===== src/rtl/mem_access_stage.sv =====
// MEM pipeline stage plus MEM/WB register: issues loads/stores on a req/ack data
// memory port, formats load data and stalls the upstream pipeline while an access waits.
module mem_access_stage (
   input  logic        clk,
   input  logic        rst_n,
   input  logic        ex_valid,
   input  logic        ex_mem_read,
   input  logic        ex_mem_write,
   input  logic [2:0]  ex_funct3,
   input  logic [31:0] ex_alu_out,
   input  logic [31:0] ex_rs2_data,
   input  logic [31:0] ex_next_sel_address,
   input  logic [4:0]  ex_rd,
   input  logic        ex_reg_write,
   input  logic [1:0]  ex_mem_to_reg,
   output logic        stall_o,
   output logic        dmem_req,
   output logic        dmem_we,
   output logic [31:0] dmem_addr,
   output logic [31:0] dmem_wdata,
   output logic [3:0]  dmem_wstrb,
   input  logic        dmem_ack,
   input  logic [31:0] dmem_rdata,
   output logic        wb_valid,
   output logic        wb_reg_write,
   output logic [4:0]  wb_rd,
   output logic [1:0]  wb_mem_to_reg,
   output logic [31:0] wb_alu_out,
   output logic [31:0] wb_data_mem_out,
   output logic [31:0] wb_next_sel_address,
   output logic        misalign_o,
   output logic        dbg_busy_o
);

   // Memory handshake: dmem_req stays high with addr/we/wdata/wstrb stable until the
   // cycle in which dmem_ack is sampled high; that cycle completes the access and
   // carries dmem_rdata. dmem_ack seen while no request is pending is ignored.

   typedef enum logic {
      IDLE = 1'b0,
      BUSY = 1'b1
   } state_t;

   typedef struct packed {
      logic        we;
      logic [2:0]  funct3;
      logic [31:0] addr;
      logic [31:0] wdata;
      logic [3:0]  wstrb;
      logic [4:0]  rd;
      logic        reg_write;
      logic [1:0]  mem_to_reg;
      logic [31:0] next_sel;
   } hold_t;

   typedef struct packed {
      logic        valid;
      logic        misalign;
      logic        reg_write;
      logic [4:0]  rd;
      logic [1:0]  mem_to_reg;
      logic [31:0] alu_out;
      logic [31:0] data;
      logic [31:0] next_sel;
   } wb_t;

   state_t      state_q, state_d;
   hold_t       hold_q, hold_d;
   wb_t         wb_q, wb_d;

   logic        mem_op;
   logic        is_byte;
   logic        is_half;
   logic        is_word;
   logic        aligned;
   logic [3:0]  ex_wstrb;
   logic [31:0] ex_wdata;
   logic [7:0]  ld_byte;
   logic [15:0] ld_half;
   logic [31:0] load_data;

   // funct3[1:0] selects the size; the unused codes 011/110/111 fall into word
   assign mem_op  = ex_valid & (ex_mem_read | ex_mem_write);
   assign is_byte = (ex_funct3[1:0] == 2'b00);
   assign is_half = (ex_funct3[1:0] == 2'b01);
   assign is_word = ex_funct3[1];
   assign aligned = !(is_half && ex_alu_out[0]) && !(is_word && (ex_alu_out[1:0] != 2'b00));

   always_comb begin
      ex_wstrb = 4'b1111;
      ex_wdata = ex_rs2_data;
      if (is_byte) begin
         ex_wstrb = 4'b0001 << ex_alu_out[1:0];
         ex_wdata = {4{ex_rs2_data[7:0]}};
      end else if (is_half) begin
         ex_wstrb = 4'b0011 << {ex_alu_out[1], 1'b0};
         ex_wdata = {2{ex_rs2_data[15:0]}};
      end
   end

   always_comb begin
      ld_byte = dmem_rdata[7:0];
      case (hold_q.addr[1:0])
         2'd0:    ld_byte = dmem_rdata[7:0];
         2'd1:    ld_byte = dmem_rdata[15:8];
         2'd2:    ld_byte = dmem_rdata[23:16];
         default: ld_byte = dmem_rdata[31:24];
      endcase
      ld_half   = hold_q.addr[1] ? dmem_rdata[31:16] : dmem_rdata[15:0];
      load_data = dmem_rdata;
      // funct3[2] marks the unsigned variants
      if (hold_q.funct3[1:0] == 2'b00) begin
         load_data = {{24{ld_byte[7] & ~hold_q.funct3[2]}}, ld_byte};
      end else if (hold_q.funct3[1:0] == 2'b01) begin
         load_data = {{16{ld_half[15] & ~hold_q.funct3[2]}}, ld_half};
      end
   end

   always_comb begin
      state_d = state_q;
      hold_d  = hold_q;
      wb_d    = wb_q;
      stall_o = 1'b0;
      case (state_q)
         IDLE: begin
            if (mem_op && aligned) begin
               state_d           = BUSY;
               stall_o           = 1'b1;
               hold_d.we         = ex_mem_write;
               hold_d.funct3     = ex_funct3;
               hold_d.addr       = ex_alu_out;
               hold_d.wdata      = ex_wdata;
               hold_d.wstrb      = ex_wstrb;
               hold_d.rd         = ex_rd;
               hold_d.reg_write  = ex_reg_write;
               hold_d.mem_to_reg = ex_mem_to_reg;
               hold_d.next_sel   = ex_next_sel_address;
               wb_d.valid        = 1'b0;
               wb_d.misalign     = 1'b0;
            end else begin
               // plain instruction, bubble, or misaligned access reported as a fault
               wb_d.valid      = ex_valid;
               wb_d.misalign   = mem_op;
               wb_d.reg_write  = ex_reg_write & ~mem_op;
               wb_d.rd         = ex_rd;
               wb_d.mem_to_reg = ex_mem_to_reg;
               wb_d.alu_out    = ex_alu_out;
               wb_d.data       = 32'h0;
               wb_d.next_sel   = ex_next_sel_address;
            end
         end
         BUSY: begin
            if (dmem_ack) begin
               state_d         = IDLE;
               wb_d.valid      = 1'b1;
               wb_d.misalign   = 1'b0;
               wb_d.reg_write  = hold_q.reg_write;
               wb_d.rd         = hold_q.rd;
               wb_d.mem_to_reg = hold_q.mem_to_reg;
               wb_d.alu_out    = hold_q.addr;
               wb_d.data       = hold_q.we ? 32'h0 : load_data;
               wb_d.next_sel   = hold_q.next_sel;
            end else begin
               stall_o    = 1'b1;
               wb_d.valid = 1'b0;
            end
         end
         default: begin
            state_d = IDLE;
         end
      endcase
   end

   always_ff @(posedge clk or negedge rst_n) begin
      if (!rst_n) begin
         state_q <= IDLE;
         hold_q  <= '0;
         wb_q    <= '0;
      end else begin
         state_q <= state_d;
         hold_q  <= hold_d;
         wb_q    <= wb_d;
      end
   end

   assign dmem_req   = (state_q == BUSY);
   assign dmem_we    = hold_q.we;
   assign dmem_addr  = {hold_q.addr[31:2], 2'b00};
   assign dmem_wdata = hold_q.wdata;
   assign dmem_wstrb = hold_q.wstrb;
   assign dbg_busy_o = (state_q == BUSY);

   assign wb_valid            = wb_q.valid;
   assign misalign_o          = wb_q.misalign;
   assign wb_reg_write        = wb_q.reg_write;
   assign wb_rd               = wb_q.rd;
   assign wb_mem_to_reg       = wb_q.mem_to_reg;
   assign wb_alu_out          = wb_q.alu_out;
   assign wb_data_mem_out     = wb_q.data;
   assign wb_next_sel_address = wb_q.next_sel;

endmodule

===== config.mk =====
export PLATFORM = sky130hd
export DESIGN_NAME = mem_access_stage
export DESIGN_NICKNAME = d
export VERILOG_FILES = /design/src/rtl/mem_access_stage.sv
export SDC_FILE = /design/constraint.sdc
export NUM_CORES = 1
export LEC_CHECK = 0
export CELL_PAD_IN_SITES_DETAIL_PLACEMENT = 1
export CELL_PAD_IN_SITES_GLOBAL_PLACEMENT = 2
export CORE_MARGIN = 2
export CORE_UTILIZATION = 32
export DETAILED_ROUTE_END_ITERATION = 10
export PLACE_DENSITY = 0.86
export SLEW_MARGIN = 5
export SYNTH_ARGS = -nofsm -noshare
export SYNTH_HDL_FRONTEND = slang
export SYNTH_SLANG_ARGS = --single-unit
export TNS_END_PERCENT = 50

===== constraint.sdc =====
create_clock -name clk -period 4.9 [get_ports clk]
set_input_delay 0.735 -clock clk [delete_from_list [all_inputs] [get_ports clk]]
set_output_delay 0.735 -clock clk [all_outputs]
set_load 0.1 [all_outputs]

==> flow_metrics.env, run 1 <==
export IMPL_place_ws_ns=1.60
export IMPL_die_area_um2=33400
export IMPL_dp_cells=1494
export IMPL_cellLeakagePower_uw=0.00583
export IMPL_synth_xor_area_share_pct=0
export IMPL_yosys_cell_types_count=38
export IMPL_grt_pass1_vias=8414
export IMPL_drive_gt1_share_pct=13.6
export IMPL_crit_fanout=31
export IMPL_htreeDepth=1
export IMPL_antenna_left=0
export IMPL_layout_setup_ws_ns=1.57
export IMPL_max_stage_delay_ns=1.25
export IMPL_largest_reg_flops=45
export IMPL_synth_seq_cells=219
export IMPL_maxSlewHeadroom_pct=28.0
export IMPL_outcome="finished clean"
export IMPL_initial_utilization_pct=32.4
export IMPL_fin_crit_ns=3.33
export IMPL_top_layer_used="met4"
export IMPL_syn2layout_area_growth_pct=38.1
export IMPL_worstSetupPathType="flip-flop to primary output"
export IMPL_clk_path_buf_depth=3
export IMPL_clk_latency_ns=0.53
export IMPL_async_flop_share_pct=100
export IMPL_cts_resized=0
export IMPL_post_route_util_pct=44.8
export IMPL_crit_path_start_kind="flip-flop"
export IMPL_drtIter0Drc=339
export IMPL_final_cell_mix="clkdlybuf4s50_1, dfrtp_1, nand2_1"
export IMPL_avgSynthCellArea_um2=11.5
export IMPL_drc_errors=0
export IMPL_slowest_stage="clkdlybuf4s50_1"
export IMPL_post_dp_hpwl_mm=20.6
export IMPL_fin_setup_tns_ns=0
export IMPL_io_pins=323
export IMPL_r2r_end="hold_q[1]"
export IMPL_slew_viol_final=0
export IMPL_stdcell_count=1539
export IMPL_peakVddDrop_mv=0.327
export IMPL_hold_class="input pin to asynchronous set/reset pin"
export IMPL_maxCapViolCount=0
export IMPL_r2r_start="dbg_busy_o"
export IMPL_reg2reg_depth=3
export IMPL_nNetsFinal=1265
export IMPL_port_buffers=320
export IMPL_rsz0062_at_grt="no"
export IMPL_route_met3_wl_mm=2.35
export IMPL_wl_per_cell_um=19.3
export IMPL_numCtsBuffers=26
export IMPL_synthMuxAreaShare_pct=21.1
export IMPL_end_kind="primary output"
export IMPL_rows=65
export IMPL_synth_edff_count=0
export IMPL_synth_cells=887
export IMPL_worst_pin_slew_ns=1.08
export IMPL_viasPerCell=4.86
export IMPL_cts_sinks=219
export IMPL_grt_pass1_wl_mm=47.8
export IMPL_dr_pass1_iters=4
export IMPL_grt_usage_pct=18.0
export IMPL_top_register="hold_q"
export IMPL_cts_root_buf="clkbuf_16"
export IMPL_dr_wl_met2_mm=14.0
export IMPL_globalRouteOverflowTotal=0
export IMPL_clock_fmax_mhz=301
export IMPL_grt_antenna_before_repair=1
export IMPL_yosysWarnings=0
export IMPL_gp_congestion=0.749
export IMPL_power_density_nw_per_um2=595
export IMPL_post_cts_buffers=0
export IMPL_synth_flop_cell="dfrtp_1"
export IMPL_yosys_area_share_simple_pct=5.97
export IMPL_cp_top_family="buffers and inverters"
export IMPL_crit_buf_inv=1
export IMPL_synth_top_family_by_area="multiplexers"
export IMPL_grt_max_degree=179
export IMPL_worst_endpoint_arrival_ns=2.59
export IMPL_hold_viol=0
export IMPL_ys_seq_area_share_pct=53.7
export IMPL_fp_dieW_um=183
export IMPL_cts_tree="yes"
export IMPL_path_cells="clkdlybuf4s50_1"
export IMPL_path_clk_slew_ns=0.06
export IMPL_final_period_utilization_pct=67.9
export IMPL_synth_compound_area_share_pct=10.5
export IMPL_reg2reg_slack_ns=2.43
export IMPL_synth_area_um2=10200
export IMPL_routed_wl_mm=29.7
export IMPL_die_h_um=183
export IMPL_setup_viol=0
export IMPL_final_common_cell="clkdlybuf4s50_1"
export IMPL_core_area_um2=31500
export IMPL_finalPower_uw=8390
export IMPL_hold_buffers=0
export IMPL_crit_required_ns=4.16
export IMPL_synthAdderAreaFrac_pct=0
export IMPL_skew_ns=0.0136
export IMPL_num_fill_cells=3348
export IMPL_routedLengthMet1_mm=12.6
export IMPL_num_vias=7480
-- routing by layer --
layer	vias to the layer above	track usage, %
met3	38	5.75
met4	0	5.45
li1	3498	-
met5	-	0
met2	229	29.6
met1	3715	22.8
-- cell type report --
cell class	count	area [um2]	share of cell area, %
tap	402	503	3.57
antenna	1	2.50	0.0178
timing repair buffer	333	3380	24.0
inverter	19	71.3	0.506
sequential	219	5480	38.9
clock buffer	34	721	5.11
multi-input combinational	521	3840	27.3
clock inverter	10	93.8	0.666
-- synthesized netlist by cell type, types with 3 or more instances --
library cell  instances  area [um2]
o22ai_1               7        43.8
a221o_1               7        70.1
o21ai_1               8        40.0
mux2i_1              95         951
buf_1                 6        22.5
mux2_2               85         957
buf_4                76         571
nor2_1               34         128
a22oi_1              17         128
nand2_1             107         402
a31oi_1               3        18.8
inv_1                19        71.3
buf_2                22         110
nand2b_1              3        18.8
buf_6                 3        33.8
a21oi_1              24         120
mux4_2                8         180
mux2_1                6        67.6
a22o_1                8        70.1
o32ai_1               9        78.8
dfrtp_1             219        5480
o21ai_0              84         420
clkbuf_1             22        82.6
-- kinds of logic (layout without fill, tap and decap cells) --
family,Yosys count,after routing
AOI/OAI and AO/OA,174,174
buffers and inverters,148,396
DFF,219,219
muxes,194,194
other,1,3
and+or+nand+nor,151,151
-- report_power, final --
group	switching, uW	total (uW)	internal [uW]
Sequential	304	2530	2220
Clock	772	1860	1080
Combinational	2990	4010	1020
-- through the flow --
| step | area [um2] | hold WS (ns) |
|---|---|---|
| 3_3_place_gp | 13300 | 0.460 |
| 5_1_grt | 14100 | 0.374 |
| 4_1_cts | 14100 | 0.343 |
| 3_5_place_dp | 13300 | 0.470 |
| 6_report | 14100 | 0.302 |
| 2_1_floorplan | 10200 | 0.439 |
-- worst max-delay path by stage --
| stage | start | endpoint | depth (start not counted) |
|---|---|---|---|
| after global routing | dbg_busy_o | dbg_busy_o | 1 |
| after floorplan | dbg_busy_o | stall_o | 4 |
| after detailed placement | ex_funct3[1] | dmem_addr[26] | 6 |
| after global placement | ex_funct3[1] | dmem_addr[23] | 6 |
| after CTS | dbg_busy_o | dbg_busy_o | 1 |
| final | dbg_busy_o | dbg_busy_o | 1 |
(Power assumes the default switching activity.)
==> run 2: changes to the inputs <==
CORE_UTILIZATION = 26   (was 32)
PLACE_DENSITY = 0.74   (was 0.86)
clock period = 3.03 ns   (was 4.9 ns; I/O delays follow)
==> run 2 against run 1 <==
Against the previous run: sequential power up 60%; clock skew fell by 0.0035 ns; wire length rose by 4.3%; critical path depth is 2 higher; sequential share of layout area grew 0.27 points; total power rose by 64%; utilization shrank 8.7 points; setup slack got worse by 1.1 ns; largest power group unchanged.
==> flow_metrics.env, run 2 (synthesis results as in run 1) <==
export IMPL_r2r_end="wb_data_mem_out[26]"
export IMPL_worstSetupStartpoint="dbg_busy_o"
export IMPL_antenna_left=0
export IMPL_htreeDepth=1
export IMPL_rsz0062_at_grt="no"
export IMPL_dp_cells=1617
export IMPL_top_register="hold_q"
export IMPL_worst_endpoint_arrival_ns=2.11
export IMPL_routed_wl_mm=31.0
export IMPL_maxSlewHeadroom_pct=34.7
export IMPL_drtIter0Drc=286
export IMPL_fin_setup_tns_ns=0
export IMPL_grt_antenna_before_repair=3
export IMPL_grt_max_degree=101
export IMPL_drive_gt1_share_pct=29.5
export IMPL_crit_fanout=25
export IMPL_crit_required_ns=2.58
export IMPL_final_period_utilization_pct=84.6
export IMPL_cts_tree="yes"
export IMPL_fin_crit_ns=2.56
export IMPL_slew_viol_final=0
export IMPL_setup_worst_path_end="stall_o"
export IMPL_r2r_start="hold_q[76]"
export IMPL_wl_per_cell_um=18.6
export IMPL_final_common_cell="dfrtp_1"
export IMPL_max_stage_delay_ns=0.67
export IMPL_port_buffers=320
export IMPL_clk_path_buf_depth=3
export IMPL_hold_ws_ns=0.464
export IMPL_core_area_um2=38700
export IMPL_post_dp_hpwl_mm=21.8
export IMPL_skew_ns=0.0101
export IMPL_stdcell_count=1669
export IMPL_syn2layout_area_growth_pct=37.1
export IMPL_clk_latency_ns=0.54
export IMPL_slowest_stage="dfrtp_4"
export IMPL_drc_errors=0
export IMPL_outcome="finished clean"
export IMPL_setup_viol=0
export IMPL_hold_viol=0
export IMPL_gp_congestion=0.718
export IMPL_path_clk_slew_ns=0.06
export IMPL_viasPerCell=4.48
export IMPL_dr_pass1_iters=4
export IMPL_initial_utilization_pct=26.4
export IMPL_nNetsFinal=1274
export IMPL_die_h_um=202
export IMPL_cts_root_buf="clkbuf_16"
export IMPL_cts_sinks=219
export IMPL_peakVddDrop_mv=0.598
export IMPL_cp_top_family="flip-flops"
export IMPL_reg2reg_depth=3
export IMPL_numCtsBuffers=27
export IMPL_die_area_um2=40900
export IMPL_rows=72
export IMPL_num_vias=7472
export IMPL_maxCapViolCount=0
export IMPL_hold_class="input pin to asynchronous set/reset pin"
export IMPL_num_fill_cells=4289
export IMPL_power_density_nw_per_um2=983
export IMPL_worstSetupPathType="flip-flop to primary output"
export IMPL_crit_buf_inv=2
export IMPL_final_cell_mix="dfrtp_1, buf_4, clkdlybuf4s50_1"
export IMPL_grt_usage_pct=15.0
export IMPL_io_pins=323
export IMPL_end_kind="primary output"
export IMPL_worst_pin_slew_ns=0.977
export IMPL_crit_path_start_kind="flip-flop"
export IMPL_reg2reg_slack_ns=0.78
export IMPL_path_cells="o41ai_4 > buf_4 > buf_12"
export IMPL_globalRouteOverflowTotal=0
export IMPL_largest_reg_flops=45
export IMPL_crit_cells=3
export IMPL_grt_pass1_vias=8238
export IMPL_clock_fmax_mhz=390
export IMPL_cellLeakagePower_uw=0.00613
export IMPL_fp_dieW_um=202
export IMPL_grt_pass1_wl_mm=48.7
-- run 2: cell types whose count changed in the layout (fill, tap and decap cells not counted) --
| cell | before | now |
|---|---|---|
| buf_12 | 6 | 8 |
| buf_4 | 8 | 188 |
| bufinv_16 | 1 | 3 |
| clkbuf_1 | 4 | 6 |
| clkbuf_16 | 26 | 27 |
| clkbuf_8 | 4 | 7 |
| clkdlybuf4s50_1 | 318 | 143 |
| clkinv_2 | 6 | 5 |
| clkinv_4 | 1 | 0 |
| clkinv_8 | 1 | 0 |
| diode_2 | 1 | 2 |
| dlygate4sd3_1 | 0 | 1 |
-- run 2: layout make-up --
| type | instances | area, um2 | share of cell area, % |
|---|---|---|---|
| clock inverters | 9 | 124 | 0.885 |
| diodes | 2 | 5.00 | 0.0358 |
| repair buffers | 341 | 3030 | 21.6 |
| flip-flops and latches | 219 | 5480 | 39.2 |
| clock buffers | 40 | 795 | 5.68 |
| multi-input cells | 521 | 3840 | 27.5 |
| inverters | 19 | 71.3 | 0.509 |
| well taps | 518 | 648 | 4.63 |
-- run 2: timing repair --
action                    4_1_cts  5_1_grt
hold endpoints to repair       62        0
buffers inserted                0        0
resized for setup               0        0
hold buffers                    1        0
-- run 2: how the worst min path moves through the flow --
stage,endpoint
floorplan,dbg_busy_o
global placement,wb_next_sel_address[1]
detailed placement,wb_data_mem_out[29]
CTS,wb_data_mem_out[15]
global route,wb_rd[0]
finish,wb_data_mem_out[6]
-- run 2: metrics by stage --
stage / utilization [%] / area, um2 / total power [uW] / setup slack (ns)
2_1_floorplan: - / 10200 / 9270 / 0.355
3_3_place_gp: 33.7 / 13100 / 10400 / 0.469
5_1_grt: 36.1 / 14000 / 14400 / 0.360
6_report: 36.1 / 14000 / 13800 / 0.466
4_1_cts: 36.1 / 14000 / 14000 / 0.387
3_5_place_dp: 33.7 / 13100 / 10500 / 0.415
-- run 2: report_power, final --
part           leakage [uW]  switching, uW  internal (uW)
Combinational       0.00302           4860           1490
Sequential          0.00265            464           3600
Clock              0.000457           1290           2060
Total               0.00613           6620           7150
-- run 2: layer usage --
metal	GRT usage, %	share of wire [%]
met1	18.8	43
met4	3.47	1.6
met2	25.4	48
met5	0	0.023
met3	4.55	7.3
